File: config.mk
export PLATFORM = sky130hd
export DESIGN_NAME = uart_cmd_rx
export DESIGN_NICKNAME = d
export VERILOG_FILES = /design/src/rtl/uart_cmd_pkg.sv /design/src/rtl/uart_rx_bit_engine.sv /design/src/rtl/uart_cmd_rx.sv
export SDC_FILE = /design/constraint.sdc
export NUM_CORES = 1
export LEC_CHECK = 0
export BUFFER_PORTS_ARGS = -buffer_cell sky130_fd_sc_hd__clkbuf_2
export CAP_MARGIN = 0
export CORE_UTILIZATION = 55
export DETAILED_ROUTE_END_ITERATION = 16
export GPL_ROUTABILITY_DRIVEN = 1
export PLACE_DENSITY = 0.79
export SYNTH_ARGS = -nofsm -noshare
export SYNTH_HDL_FRONTEND = slang
export SYNTH_SLANG_ARGS = --single-unit
File: constraint.sdc
create_clock -name clk -period 3.7 [get_ports clk]
set_input_delay 1.11 -clock clk [delete_from_list [all_inputs] [get_ports clk]]
set_output_delay 1.11 -clock clk [all_outputs]
set_load 0.03 [all_outputs]
File: src/rtl/uart_cmd_pkg.sv
// Shared types and constants for the robot-side UART command receiver.
// Optional build macro UART_CMD_PARITY_EN selects 8E1 framing in uart_rx_bit_engine.
package uart_cmd_pkg;

    typedef enum logic [2:0] {
        IDLE,
        START,
        DATA,
        PARITY,
        STOP,
        DONE
    } rx_state_t;

    localparam logic [7:0] CMD_STOP  = 8'h01;
    localparam logic [7:0] CMD_FWD   = 8'h02;
    localparam logic [7:0] CMD_LEFT  = 8'h08;
    localparam logic [7:0] CMD_BRAKE = 8'h10;
    localparam logic [7:0] CMD_RIGHT = 8'h20;
    localparam logic [7:0] CMD_BACK  = 8'h80;

    localparam int unsigned MODE_MSB = 7;
    localparam int unsigned CODE_LSB = 3;
    localparam int unsigned PAD_W    = 3;

    function automatic logic [7:0] code_to_onehot(input logic [2:0] code);
        return 8'h01 << code;
    endfunction

endpackage

File: src/rtl/uart_rx_bit_engine.sv
// UART bit engine: rx synchroniser, baud counter and frame FSM.
// Build macro UART_CMD_PARITY_EN adds an even-parity bit after the data bits.
module uart_rx_bit_engine
    import uart_cmd_pkg::*;
#(
    parameter int unsigned CLKS_PER_BIT = 5208
) (
    input  logic       clk,
    input  logic       rst,
    input  logic       rx,
    output logic [7:0] byte_out,
    output logic       byte_done,
    output logic       stop_ok,
    output logic       parity_ok
);

    localparam int unsigned BW = (CLKS_PER_BIT > 2) ? $clog2(CLKS_PER_BIT) : 1;
    localparam logic [BW-1:0] HALF = BW'(CLKS_PER_BIT / 2);
    localparam logic [BW-1:0] FULL = BW'(CLKS_PER_BIT - 1);

    rx_state_t     state;
    rx_state_t     state_next;
    logic          rx_meta;
    logic          rx_s;
    logic          rx_q;
    logic [BW-1:0] baud_cnt;
    logic [2:0]    bit_cnt;
    logic [7:0]    shreg;
    logic          stop_bit;
    logic          tick;
    logic          fall;

    assign tick = (baud_cnt == '0);
    // rx_q lags rx_s so a line stuck low never looks like a fresh start edge
    assign fall = rx_q & ~rx_s;

    always_ff @(posedge clk or posedge rst) begin
        if (rst) begin
            rx_meta <= 1'b1;
            rx_s    <= 1'b1;
            rx_q    <= 1'b1;
        end else begin
            rx_meta <= rx;
            rx_s    <= rx_meta;
            rx_q    <= rx_s;
        end
    end

    always_ff @(posedge clk or posedge rst) begin
        if (rst) begin
            state <= IDLE;
        end else begin
            state <= state_next;
        end
    end

    always_comb begin
        state_next = state;
        unique case (state)
            IDLE:    if (fall) state_next = START;
            START:   if (tick) state_next = rx_s ? IDLE : DATA;
            DATA: begin
                if (tick && bit_cnt == 3'd7) begin
`ifdef UART_CMD_PARITY_EN
                    state_next = PARITY;
`else
                    state_next = STOP;
`endif
                end
            end
            PARITY:  if (tick) state_next = STOP;
            STOP:    if (tick) state_next = DONE;
            DONE:    state_next = IDLE;
            default: state_next = IDLE;
        endcase
    end

    always_ff @(posedge clk or posedge rst) begin
        if (rst) begin
            baud_cnt <= '0;
            bit_cnt  <= '0;
            shreg    <= '0;
            stop_bit <= 1'b0;
        end else begin
            unique case (state)
                IDLE: begin
                    bit_cnt <= '0;
                    if (fall) baud_cnt <= HALF;
                end
                START, DATA, PARITY, STOP: begin
                    baud_cnt <= tick ? FULL : baud_cnt - 1'b1;
                    if (tick && state == DATA) begin
                        shreg   <= {rx_s, shreg[7:1]};
                        bit_cnt <= bit_cnt + 1'b1;
                    end
                    if (tick && state == STOP) stop_bit <= rx_s;
                end
                default: ;
            endcase
        end
    end

`ifdef UART_CMD_PARITY_EN
    logic par_bit;

    always_ff @(posedge clk or posedge rst) begin
        if (rst) begin
            par_bit <= 1'b0;
        end else if (state == PARITY && tick) begin
            par_bit <= rx_s;
        end
    end
`endif

    always_comb begin
        byte_out  = shreg;
        byte_done = (state == DONE);
        stop_ok   = stop_bit;
`ifdef UART_CMD_PARITY_EN
        parity_ok = ~^{shreg, par_bit};
`else
        parity_ok = 1'b1;
`endif
    end

endmodule

File: src/rtl/uart_cmd_rx.sv
// Robot command receiver: frame check, one-hot decode, valid/ready handshake and link watchdog.
// Build macro UART_CMD_PARITY_EN (handled in uart_rx_bit_engine) selects 8E1 framing.
module uart_cmd_rx
    import uart_cmd_pkg::*;
#(
    parameter int unsigned CLKS_PER_BIT = 5208,
    parameter int unsigned TIMEOUT_CLKS = 25_000_000
) (
    input  logic       clk,
    input  logic       rst,
    input  logic       rx,
    output logic [7:0] cmd_onehot,
    output logic [1:0] cmd_mode,
    output logic       cmd_valid,
    input  logic       cmd_ready,
    output logic [7:0] held_cmd,
    output logic       link_up,
    output logic       frame_err,
    output logic       overrun
);

    localparam int unsigned WD_W = (TIMEOUT_CLKS > 2) ? $clog2(TIMEOUT_CLKS) : 1;
    localparam logic [WD_W-1:0] WD_MAX = WD_W'(TIMEOUT_CLKS - 1);

    logic [7:0]      byte_out;
    logic            byte_done;
    logic            stop_ok;
    logic            parity_ok;
    logic            frame_good;
    logic            frame_bad;
    logic [7:0]      new_onehot;
    logic [WD_W-1:0] wd_cnt;

    uart_rx_bit_engine #(
        .CLKS_PER_BIT(CLKS_PER_BIT)
    ) u_engine (
        .clk       (clk),
        .rst       (rst),
        .rx        (rx),
        .byte_out  (byte_out),
        .byte_done (byte_done),
        .stop_ok   (stop_ok),
        .parity_ok (parity_ok)
    );

    assign frame_good = byte_done && stop_ok && parity_ok && (byte_out[PAD_W-1:0] == '0);
    assign frame_bad  = byte_done && !frame_good;
    assign new_onehot = code_to_onehot(byte_out[CODE_LSB +: 3]);

    always_ff @(posedge clk or posedge rst) begin
        if (rst) begin
            cmd_onehot <= '0;
            cmd_mode   <= '0;
            cmd_valid  <= 1'b0;
            overrun    <= 1'b0;
            frame_err  <= 1'b0;
        end else begin
            overrun   <= frame_good && cmd_valid && !cmd_ready;
            frame_err <= frame_bad;
            // a new frame wins over a simultaneous accept, keeping valid high
            if (frame_good) begin
                cmd_onehot <= new_onehot;
                cmd_mode   <= byte_out[MODE_MSB -: 2];
                cmd_valid  <= 1'b1;
            end else if (cmd_valid && cmd_ready) begin
                cmd_valid <= 1'b0;
            end
        end
    end

    always_ff @(posedge clk or posedge rst) begin
        if (rst) begin
            wd_cnt   <= '0;
            held_cmd <= CMD_STOP;
            link_up  <= 1'b0;
        end else if (frame_good) begin
            wd_cnt   <= '0;
            held_cmd <= new_onehot;
            link_up  <= 1'b1;
        end else if (wd_cnt == WD_MAX) begin
            held_cmd <= CMD_STOP;
            link_up  <= 1'b0;
        end else begin
            wd_cnt <= wd_cnt + 1'b1;
        end
    end

endmodule
==> flow_metrics.env <==
export IMPL_preCtsSetupSlack_ns=1.45
export IMPL_antenna_found_initial=0
export IMPL_gp_congestion=0.944
export IMPL_rsz0062_at_grt="no"
export IMPL_chipWidth_um=82.9
export IMPL_detail_route_wl_per_cell_um=15.3
export IMPL_ys_ff_latch=78
export IMPL_insertion_delay_ns=0.35
export IMPL_crit_chain="inv_1, ha_1, or3b_2, or4_1, o311ai_0, o41ai_1"
export IMPL_die_area_um2=6870
export IMPL_cts_tree="done"
export IMPL_overflow=0
export IMPL_cts_sinks=78
export IMPL_cts_root_buffer="clkbuf_8"
export IMPL_setup_tns_ns=0
export IMPL_postCtsSetupBuffers=0
export IMPL_synth_edf_count=0
export IMPL_endpoint_kind="flip-flop"
export IMPL_io_buffers=25
export IMPL_drc=0
export IMPL_clk_path_buf_depth=2
export IMPL_num_antenna_cells=0
export IMPL_initial_core_util_pct=57.0
export IMPL_synth_area_um2=3600
export IMPL_post_route_min_period_ns=2.34
export IMPL_required_ns=3.91
export IMPL_slew_headroom_pct=53.7
export IMPL_grt_pass1_vias=2657
export IMPL_cp_start_kind="flip-flop"
export IMPL_vias=2790
export IMPL_synth_cell_types=51
export IMPL_slowest_delay_ns=0.51
export IMPL_syn2layout_area_growth_pct=11.0
export IMPL_cts_resized=0
export IMPL_max_cap_violations=0
export IMPL_slew_violations=0
export IMPL_h_tree_depth=3
export IMPL_finalWirelength_um=7020
export IMPL_hp_class="reg2reg"
export IMPL_dr_first_iter_drc_count=179
export IMPL_synth_area_leader_cell="dfrtp_1"
export IMPL_dp_hpwl_um=4560
export IMPL_fill_cells=536
export IMPL_hold_violations=0
export IMPL_finalSetupViolCount=0
export IMPL_critPathKind="reg2reg"
export IMPL_nets=387
export IMPL_syn_instance_count=352
export IMPL_postRouteAntennaNets=0
export IMPL_cp_arrival_ns=2.55
export IMPL_synthArstFlopShare_pct=100
export IMPL_ys_top_cells_by_area="dfrtp_1 51%, nand2_1 4.4%, nor2_1 3.2%"
export IMPL_syn_avg_cell_area_um2=10.2
export IMPL_status="completed"
export IMPL_grt_max_degree=79
export IMPL_tightest_slew_ns=0.688
export IMPL_pin_count=26
export IMPL_core_area_um2=6310
export IMPL_synth_top_cell_area_share_pct=51.5
export IMPL_fmax_ghz=0.428
export IMPL_critPathSlowestCell="or3b_2"
export IMPL_final_setup_worst_slack_ns=1.36
export IMPL_num_rows=29
export IMPL_die_y_um=82.9
export IMPL_leakage_nw=1.92
export IMPL_grt_pass1_wl_um=12100
export IMPL_yosysWarnings=0
export IMPL_synthesis_nets=361
export IMPL_irDropWorstVdd_uv=368
export IMPL_cts_hold_buf=0
export IMPL_path_max_fanout=5
export IMPL_fin_util_pct=63.3
export IMPL_dr_pass1_iters=5
export IMPL_fin_worst_skew_ns=0.00929
export IMPL_viasPerCell=6.07
export IMPL_drive_above_1_share_pct=17.5
export IMPL_ys_seq_area_share_pct=54.4
export IMPL_clkSlewWorstSetupHoldPaths_ns=0.09
export IMPL_period_share_pct=63.2
export IMPL_power_density_nw_per_um2=465
export IMPL_cts_buffers=9
export IMPL_track_usage_pct=21.5
export IMPL_synth_ff_type="dfrtp_1"
## power breakdown
| part | switching, W | total, W | internal (W) | leakage (nW) |
|---|---|---|---|---|
| combinational | 0.000164 | 0.000262 | 0.0000978 | 0.794 |
| clock | 0.000333 | 0.000606 | 0.000273 | 0.0943 |
| sequential | 0.0000808 | 0.000991 | 0.000910 | 1.03 |
## cells in the final DEF, fill, tap and decap left out, types with 5 or more instances in the layout
cell type	netlist	routed
xnor2_1	6	6
o21ai_0	18	18
mux2_2	9	9
dfrtp_1	74	74
a22o_1	5	5
ha_1	5	5
nor4_1	7	7
inv_1	7	6
or3_1	11	11
clkbuf_2	0	25
nand2_1	42	42
clkbuf_8	0	10
nand3_1	20	20
a21oi_1	15	15
nor3_1	9	9
nor2_1	31	31
nand4_1	7	7
xor2_1	12	12
## cells by family after synthesis
| group | after synthesis | share of synthesized area (%) |
|---|---|---|
| buffers and inverters | 21 | 2.30 |
| multiplexers | 10 | 3.10 |
| flip-flops | 78 | 54.4 |
| AO/OA/AOI/OAI | 61 | 11.1 |
| XOR/XNOR | 18 | 4.38 |
| adder cells (fa/ha/maj) | 5 | 1.74 |
| AND/OR/NAND/NOR | 159 | 23.0 |
## cell usage after synthesis, drive strengths merged, types with 4 or more instances
cell and n:
a21oi 15, nand2 43, or4 5, clkbuf 7, nand4 7, a22o 5, ha 5, xnor2 6
nor4 8, and4 4, and2 5, or3 11, dfrtp 74, dfstp 4, buf 7, nor2 31
nor3 9, o21ai 20, xor2 12, inv 7, and3 4, mux2 9, nand3 20
## metrics by stage
stage / total power [W] / area [um^2] / instances / hold slack [ns]
2_1_floorplan: 0.00119 / 3600 / 352 / 0.345
3_3_place_gp: 0.00124 / 3800 / 444 / 0.349
3_5_place_dp: 0.00125 / 3800 / 444 / 0.351
4_1_cts: 0.00186 / 3990 / 460 / 0.364
5_1_grt: 0.00195 / 3990 / 460 / 0.368
6_report: 0.00186 / 3990 / 460 / 0.361
## final timing paths
check / from / to / slack [ns] / depth (start not counted)
setup reg to reg: u_engine.baud_cnt[0] / u_engine.baud_cnt[8] / 1.36 / 6
setup / recovery: u_engine.baud_cnt[0] / u_engine.baud_cnt[8] / 1.36 / 6
max in group asynchronous: rst / held_cmd[0] / 2.50 / 3
hold reg to reg: u_engine.rx_meta / u_engine.rx_s / 0.36 / 0
min in group asynchronous: rst / u_engine.bit_cnt[2] / 0.82 / 3
hold / removal: u_engine.rx_meta / u_engine.rx_s / 0.36 / 0
## critical path, delay by kind of cell (launching register included)
family	cells	cell delay [ns]
compound gates	2	0.46
buf+inv	1	0.11
fa+ha+maj	1	0.22
simple gates	2	0.99
flops	1	0.42
## metal layers
layer | up-vias | GRT usage, % | wire, um | part of all wire, %
met2 | 80 | 34.2 | 3350 | 48
li1 | 1321 | - | - | -
met1 | 1376 | 29.1 | 3260 | 46
met4 | 0 | 10.7 | 126 | 1.8
met3 | 13 | 3.18 | 284 | 4.0
met5 | - | 0 | 0 | 0
## cell type report
cell class / instances / area [um^2] / area share [%]
Clock buffer: 10 / 138 / 3.45
Clock inverter: 6 / 51.3 / 1.28
Inverter: 7 / 26.3 / 0.658
Multi-Input combinational cell: 253 / 1560 / 39.0
Sequential cell: 78 / 1960 / 49.0
Tap cell: 77 / 96.3 / 2.41
Timing Repair Buffer: 29 / 168 / 4.20
## sequential cells by signal, summed over array words and instances (netlist names)
signal / count
cmd_mode: 2
cmd_onehot: 8
cmd_valid: 1
frame_err: 1
held_cmd: 8
link_up: 1
overrun: 1
u_engine.baud_cnt: 13
u_engine.bit_cnt: 3
u_engine.byte_out: 8
u_engine.rx_meta: 1
u_engine.rx_q: 1
u_engine.rx_s: 1
u_engine.state: 3
u_engine.stop_ok: 1
wd_cnt: 25
(Power assumes the default switching activity.)
